==> src/rtl/fmt_pkg.sv <==
// Shared definitions for the formatted-text streamer: size defaults,
// the NUL padding character and the controller state encoding.
package fmt_pkg;

  localparam int NBYTES_DEFAULT = 20;
  localparam int FMT_W_DEFAULT  = 8 * NBYTES_DEFAULT;

  localparam logic [7:0] NUL_CHAR = 8'h00;

  typedef enum logic [1:0] {
    IDLE = 2'd0,
    SCAN = 2'd1,
    SEND = 2'd2,
    DONE = 2'd3
  } state_t;

endpackage : fmt_pkg

==> src/rtl/fmt_byte_sel.sv <==
// Combinational byte selector: returns byte idx of a packed multi-byte word,
// where byte 0 occupies bits [7:0].
module fmt_byte_sel
  import fmt_pkg::*;
#(
  parameter int NBYTES = NBYTES_DEFAULT,
  parameter int IDX_W  = (NBYTES > 1) ? $clog2(NBYTES) : 1
) (
  input  logic [8*NBYTES-1:0] data,
  input  logic [IDX_W-1:0]    idx,
  output logic [7:0]          byte_out
);

  // Walk every slot and pick the one whose position matches idx.
  always_comb begin
    // NOTE: default assignment first so no path leaves byte_out unassigned (no latch).
    byte_out = NUL_CHAR;
    for (int i = 0; i < NBYTES; i++) begin
      if (idx == IDX_W'(i)) begin
        byte_out = data[i*8 +: 8];
      end
    end
  end

endmodule : fmt_byte_sel

==> src/rtl/fmt_streamer.sv <==
// Formatted-text streamer: captures a right-justified, NUL-padded text word
// and emits its non-NUL characters first-to-last over a valid/ready port.
module fmt_streamer
  import fmt_pkg::*;
#(
  parameter int NBYTES = NBYTES_DEFAULT,
  parameter int FMT_W  = 8 * NBYTES
) (
  input  logic             clk,
  input  logic             reset,
  input  logic [FMT_W-1:0] fmt_in,
  input  logic             load,
  input  logic             clear_ovr,
  output logic [7:0]       char_out,
  output logic             char_valid,
  input  logic             char_ready,
  output logic             busy,
  output logic             done,
  output logic             overrun
);

  localparam int              IDX_W   = (NBYTES > 1) ? $clog2(NBYTES) : 1;
  localparam logic [IDX_W-1:0] IDX_MAX = IDX_W'(NBYTES - 1);

  state_t           state;
  logic [FMT_W-1:0] buf_q;
  logic [IDX_W-1:0] idx;
  logic [7:0]       cur_byte;

  fmt_byte_sel #(
    .NBYTES (NBYTES),
    .IDX_W  (IDX_W)
  ) u_byte_sel (
    .data     (buf_q),
    .idx      (idx),
    .byte_out (cur_byte)
  );

  // Sequencer: scan bytes from the first character downwards, hand each
  // non-NUL byte to the consumer, flag loads that arrive while not idle.
  always_ff @(posedge clk or posedge reset) begin
    if (reset) begin
      // NOTE: the text buffer is a plain register bank, so it is reset along with the control state.
      state      <= IDLE;
      idx        <= IDX_MAX;
      buf_q      <= '0;
      char_out   <= NUL_CHAR;
      char_valid <= 1'b0;
      busy       <= 1'b0;
      done       <= 1'b0;
      overrun    <= 1'b0;
    end else begin
      // NOTE: non-blocking assignments so every register samples pre-edge values.
      done <= 1'b0;

      // A rejected load sets the flag and takes priority over a clear.
      if (load && (state != IDLE)) begin
        overrun <= 1'b1;
      end else if (clear_ovr) begin
        overrun <= 1'b0;
      end

      case (state)
        IDLE: begin
          if (load) begin
            buf_q <= fmt_in;
            idx   <= IDX_MAX;
            busy  <= 1'b1;
            state <= SCAN;
          end
        end

        SCAN: begin
          if (cur_byte != NUL_CHAR) begin
            char_out   <= cur_byte;
            char_valid <= 1'b1;
            state      <= SEND;
          end else if (idx != '0) begin
            idx <= idx - 1'b1;
          end else begin
            done  <= 1'b1;
            state <= DONE;
          end
        end

        SEND: begin
          if (char_ready) begin
            char_valid <= 1'b0;
            if (idx != '0) begin
              idx   <= idx - 1'b1;
              state <= SCAN;
            end else begin
              done  <= 1'b1;
              state <= DONE;
            end
          end
        end

        DONE: begin
          busy  <= 1'b0;
          state <= IDLE;
        end

        default: begin
          busy  <= 1'b0;
          state <= IDLE;
        end
      endcase
    end
  end

endmodule : fmt_streamer

==> config.mk <==
export PLATFORM = sky130hd
export DESIGN_NAME = fmt_streamer
export DESIGN_NICKNAME = d
export VERILOG_FILES = /design/src/rtl/fmt_pkg.sv /design/src/rtl/fmt_byte_sel.sv /design/src/rtl/fmt_streamer.sv
export SDC_FILE = /design/constraint.sdc
export NUM_CORES = 1
export LEC_CHECK = 0
export BUFFER_PORTS_ARGS = -buffer_cell sky130_fd_sc_hd__buf_2
export CORE_MARGIN = 2
export CORE_UTILIZATION = 51
export DETAILED_ROUTE_END_ITERATION = 7
export MAX_ROUTING_LAYER = met4
export PLACE_DENSITY = 0.77
export SYNTH_ARGS = -nofsm -noshare
export SYNTH_HDL_FRONTEND = slang
export SYNTH_SLANG_ARGS = --single-unit
==> constraint.sdc <==
create_clock -name clk -period 6.5 [get_ports clk]
set_input_delay 1.625 -clock clk [delete_from_list [all_inputs] [get_ports clk]]
set_output_delay 1.625 -clock clk [all_outputs]
set_load 0.01 [all_outputs]
==> metrics.txt <==
Worst path max stage delay=0.60 ns; outcome=complete, no violations; Clk pwr share=between 10% and 20%; GRT Total Usage=between 20% and 30%; Via density=6.19; PostCTS Resize Cnt=0; P_leak=just under 5 nW; worst endpoint required time=6.86 ns; Gate Count Post-Synth=about 840; largest net degree at the start of global routing=95; TritonCTS clock tree=yes; Slew Viols, Final=0; CP Capture Type=register; # diodes=0; Distinct cells, synth=87; core area=roughly 18000 µm²; internal power=between 0.003 and 0.004 W; Seq/Total Area, Yosys=47.3%; Placer Congestion=0.955; crit path cell chain=ha_1 > inv_1 > o311a_1 > a221oi_1 > o21ai_0 > a21bo_2 > a211o_1 > o31ai_4 > nand2_2 > mux2_4; IO Count=around 180; Total Power=about 0.0057 W; first-pass GRT wire length=roughly 41000 µm; mean routed wirelength per cell=between 20 and 25 µm; area fraction of the dominant cell type after synthesis=between 40% and 50%; fin crit period=about 4.4 ns; Highest Signal Layer=met4; Std-Cell Rows=49; CTS root buffer=clkbuf_16; layout cell share with drive strength beyond 1=40.9%; Post-CTS Setup Inserts=0; Logic pwr share=between 40% and 50%; Slew @ Worst Pin=approximately 1.2 ns; Setup crit start kind=register; CTS Hold Buffers Added=0; Max stage delay cell, worst path=o31ai_4; met3 wire length=about 2300 µm; Synth Warn #=0; commonest cells after routing, fill and taps aside=dfrtp_1, buf_2, mux2_2, a21oi_1, nand2_1; #FFs+latches synth=179; DR DRC count=0; Cells after DPL=1188; Area Overhead vs Synth=16.8%; Max-cap violations=0; worst-path fanout max=20; TritonRoute pass-1 iters=6; Die Span Y=about 140 µm; PD cells=512 nW/µm²; Buffers on Ports=about 180; Flop pwr share=38.9%; WP data arrival=between 4 and 5 ns; syn_area_per_cell=around 11 µm²; Layout Nets=1152; Cell Area, Synth=9480 µm²; final setup fails=0; period utilisation layout=slightly below 70%; Post-synth ARST share=100%; final hold vios=0; Die Wd=between 100 and 150 µm; met2 wire length=11700 µm; dominant cells by area after synthesis=dfrtp_1, mux2_2, a21oi_1; Starting DRT DRC Count=~940; clock buffer depth=2; setup TNS=0 ns; die area=19700 µm²; met1 wire length=approximately 12000 µm; clk sinks=~180; most used flip-flop cell after synthesis=dfrtp_1; worst-skew pair later-pin latency=0.44 ns; Initial Util=a little over half; RSZ-0062 raised after global routing=no; CTS Buf Count=17; FILL cells=roughly 1500; Post-Syn Nets=around 1000; Max Fclk=0.228 GHz; leading area contributor after synthesis=dfrtp_1; EDFF count, synth=0; Post-Route Skew=approximately 0.0091 ns; total congestion overflow=0; post-route ant nets=0; Worst slew margin=between 20% and 30%; DR vias=7550; Routed WL=between 20000 and 30000 µm; H-tree depth=4; clk slew on worst S/H paths=0.07 ns; hpwl dp=between 15000 and 20000 µm; number of global-route vias before repair=7449; Sw Ratio=38.9%; sw power=roughly 0.0022 W; HP Class=reg2reg; initial antenna violation count=0; worst setup path class=reg2reg; final cell count without fillers=1220; Peak VDD IR=0.263 mV
state kept, by name, indices dropped and copies added (netlist names):
register / count
idx: 5
char_valid: 1
busy: 1
buf_q: 160
done: 1
char_out: 8
state: 2
overrun: 1
logic make-up (layout without fill, tap and decap cells):
kind of cell | Yosys count | in the layout | synth area share, %
compound gates | 200 | 200 | 15.2
mux | 164 | 164 | 19.5
simple gates | 197 | 197 | 12.7
buf+inv | 87 | 242 | 4.15
flops | 179 | 179 | 47.3
fa+ha+maj | 9 | 9 | 1.19
power groups by stage:
| stage | clock network [W] | logic, W | registers (W) |
|---|---|---|---|
| global placement | 0 | 0.00228 | 0.00218 |
| floorplan | 0 | 0.00191 | 0.00194 |
| finish | 0.00108 | 0.00239 | 0.00220 |
| CTS | 0.00108 | 0.00236 | 0.00218 |
| detailed placement | 0 | 0.00234 | 0.00219 |
| global route | 0.00113 | 0.00259 | 0.00226 |
critical path, delay by kind of cell, from the launching register on:
kind	cells	cell delay, ns
AO/OA/AOI/OAI	6	2.07
adder cells (fa/ha/maj)	1	0.59
flip-flops	1	0.57
multiplexers	1	0.32
AND/OR/NAND/NOR	1	0.18
buffers and inverters	1	0.56
cells in the mapped netlist (4+ instances only):
cell type	number
a211oi_1	13
a21o_1	4
a21oi_1	45
a221oi_1	12
a22o_1	6
a32oi_1	4
and2_1	7
buf_1	9
buf_2	24
buf_4	5
clkbuf_1	20
dfrtp_1	176
ha_1	9
inv_1	25
mux2_2	162
nand2_1	44
nand2b_1	10
nand3_1	8
nand3b_1	13
nand4_1	4
nand4b_1	4
nand4bb_1	5
nor2_1	35
nor2b_1	19
nor3_1	7
nor3b_1	8
o211ai_1	7
o21ai_0	31
o22ai_1	9
o2bb2ai_1	4
o31ai_1	5
area by class of cell:
type                    instances  area [µm²]  share of cell area (%)
inverters                      25        98.8                   0.893
clock inverters                11         151                    1.37
flip-flops and latches        179        4480                    40.5
well taps                     229         287                    2.59
multi-input cells             570        4610                    41.7
clock buffers                  21         460                    4.16
repair buffers                185         973                    8.80
final timing paths:
path	from	end	slack, ns	depth (start not counted)
max	idx[1]	idx[0]	2.12	10
min	buf_q[91]	buf_q[91]	0.50	1
max reg2reg	idx[1]	idx[0]	2.12	10
min reg2reg	buf_q[91]	buf_q[91]	0.50	1
max in group asynchronous	reset	buf_q[144]	4.23	3
min in group asynchronous	reset	buf_q[9]	1.32	2
metrics by stage:
step | hold slack, ns | setup slack, ns | util, % | instance area [µm²]
after global routing | 0.514 | 1.81 | 61.2 | 11100
final | 0.499 | 2.12 | 61.2 | 11100
after global placement | 0.479 | 2.29 | 57.8 | 10500
after detailed placement | 0.487 | 2.23 | 57.8 | 10500
after CTS | 0.502 | 2.21 | 61.2 | 11100
after floorplan | 0.470 | 0.0214 | - | 9480
per-layer routing:
| metal | vias to the layer above | track usage (%) |
|---|---|---|
| met3 | 42 | 6.36 |
| met4 | 0 | 7.02 |
| met1 | 3712 | 40.6 |
| li1 | 3390 | - |
| met5 | - | - |
| met2 | 406 | 40.3 |
No activity file was read; power rests on OpenSTA's default activity.
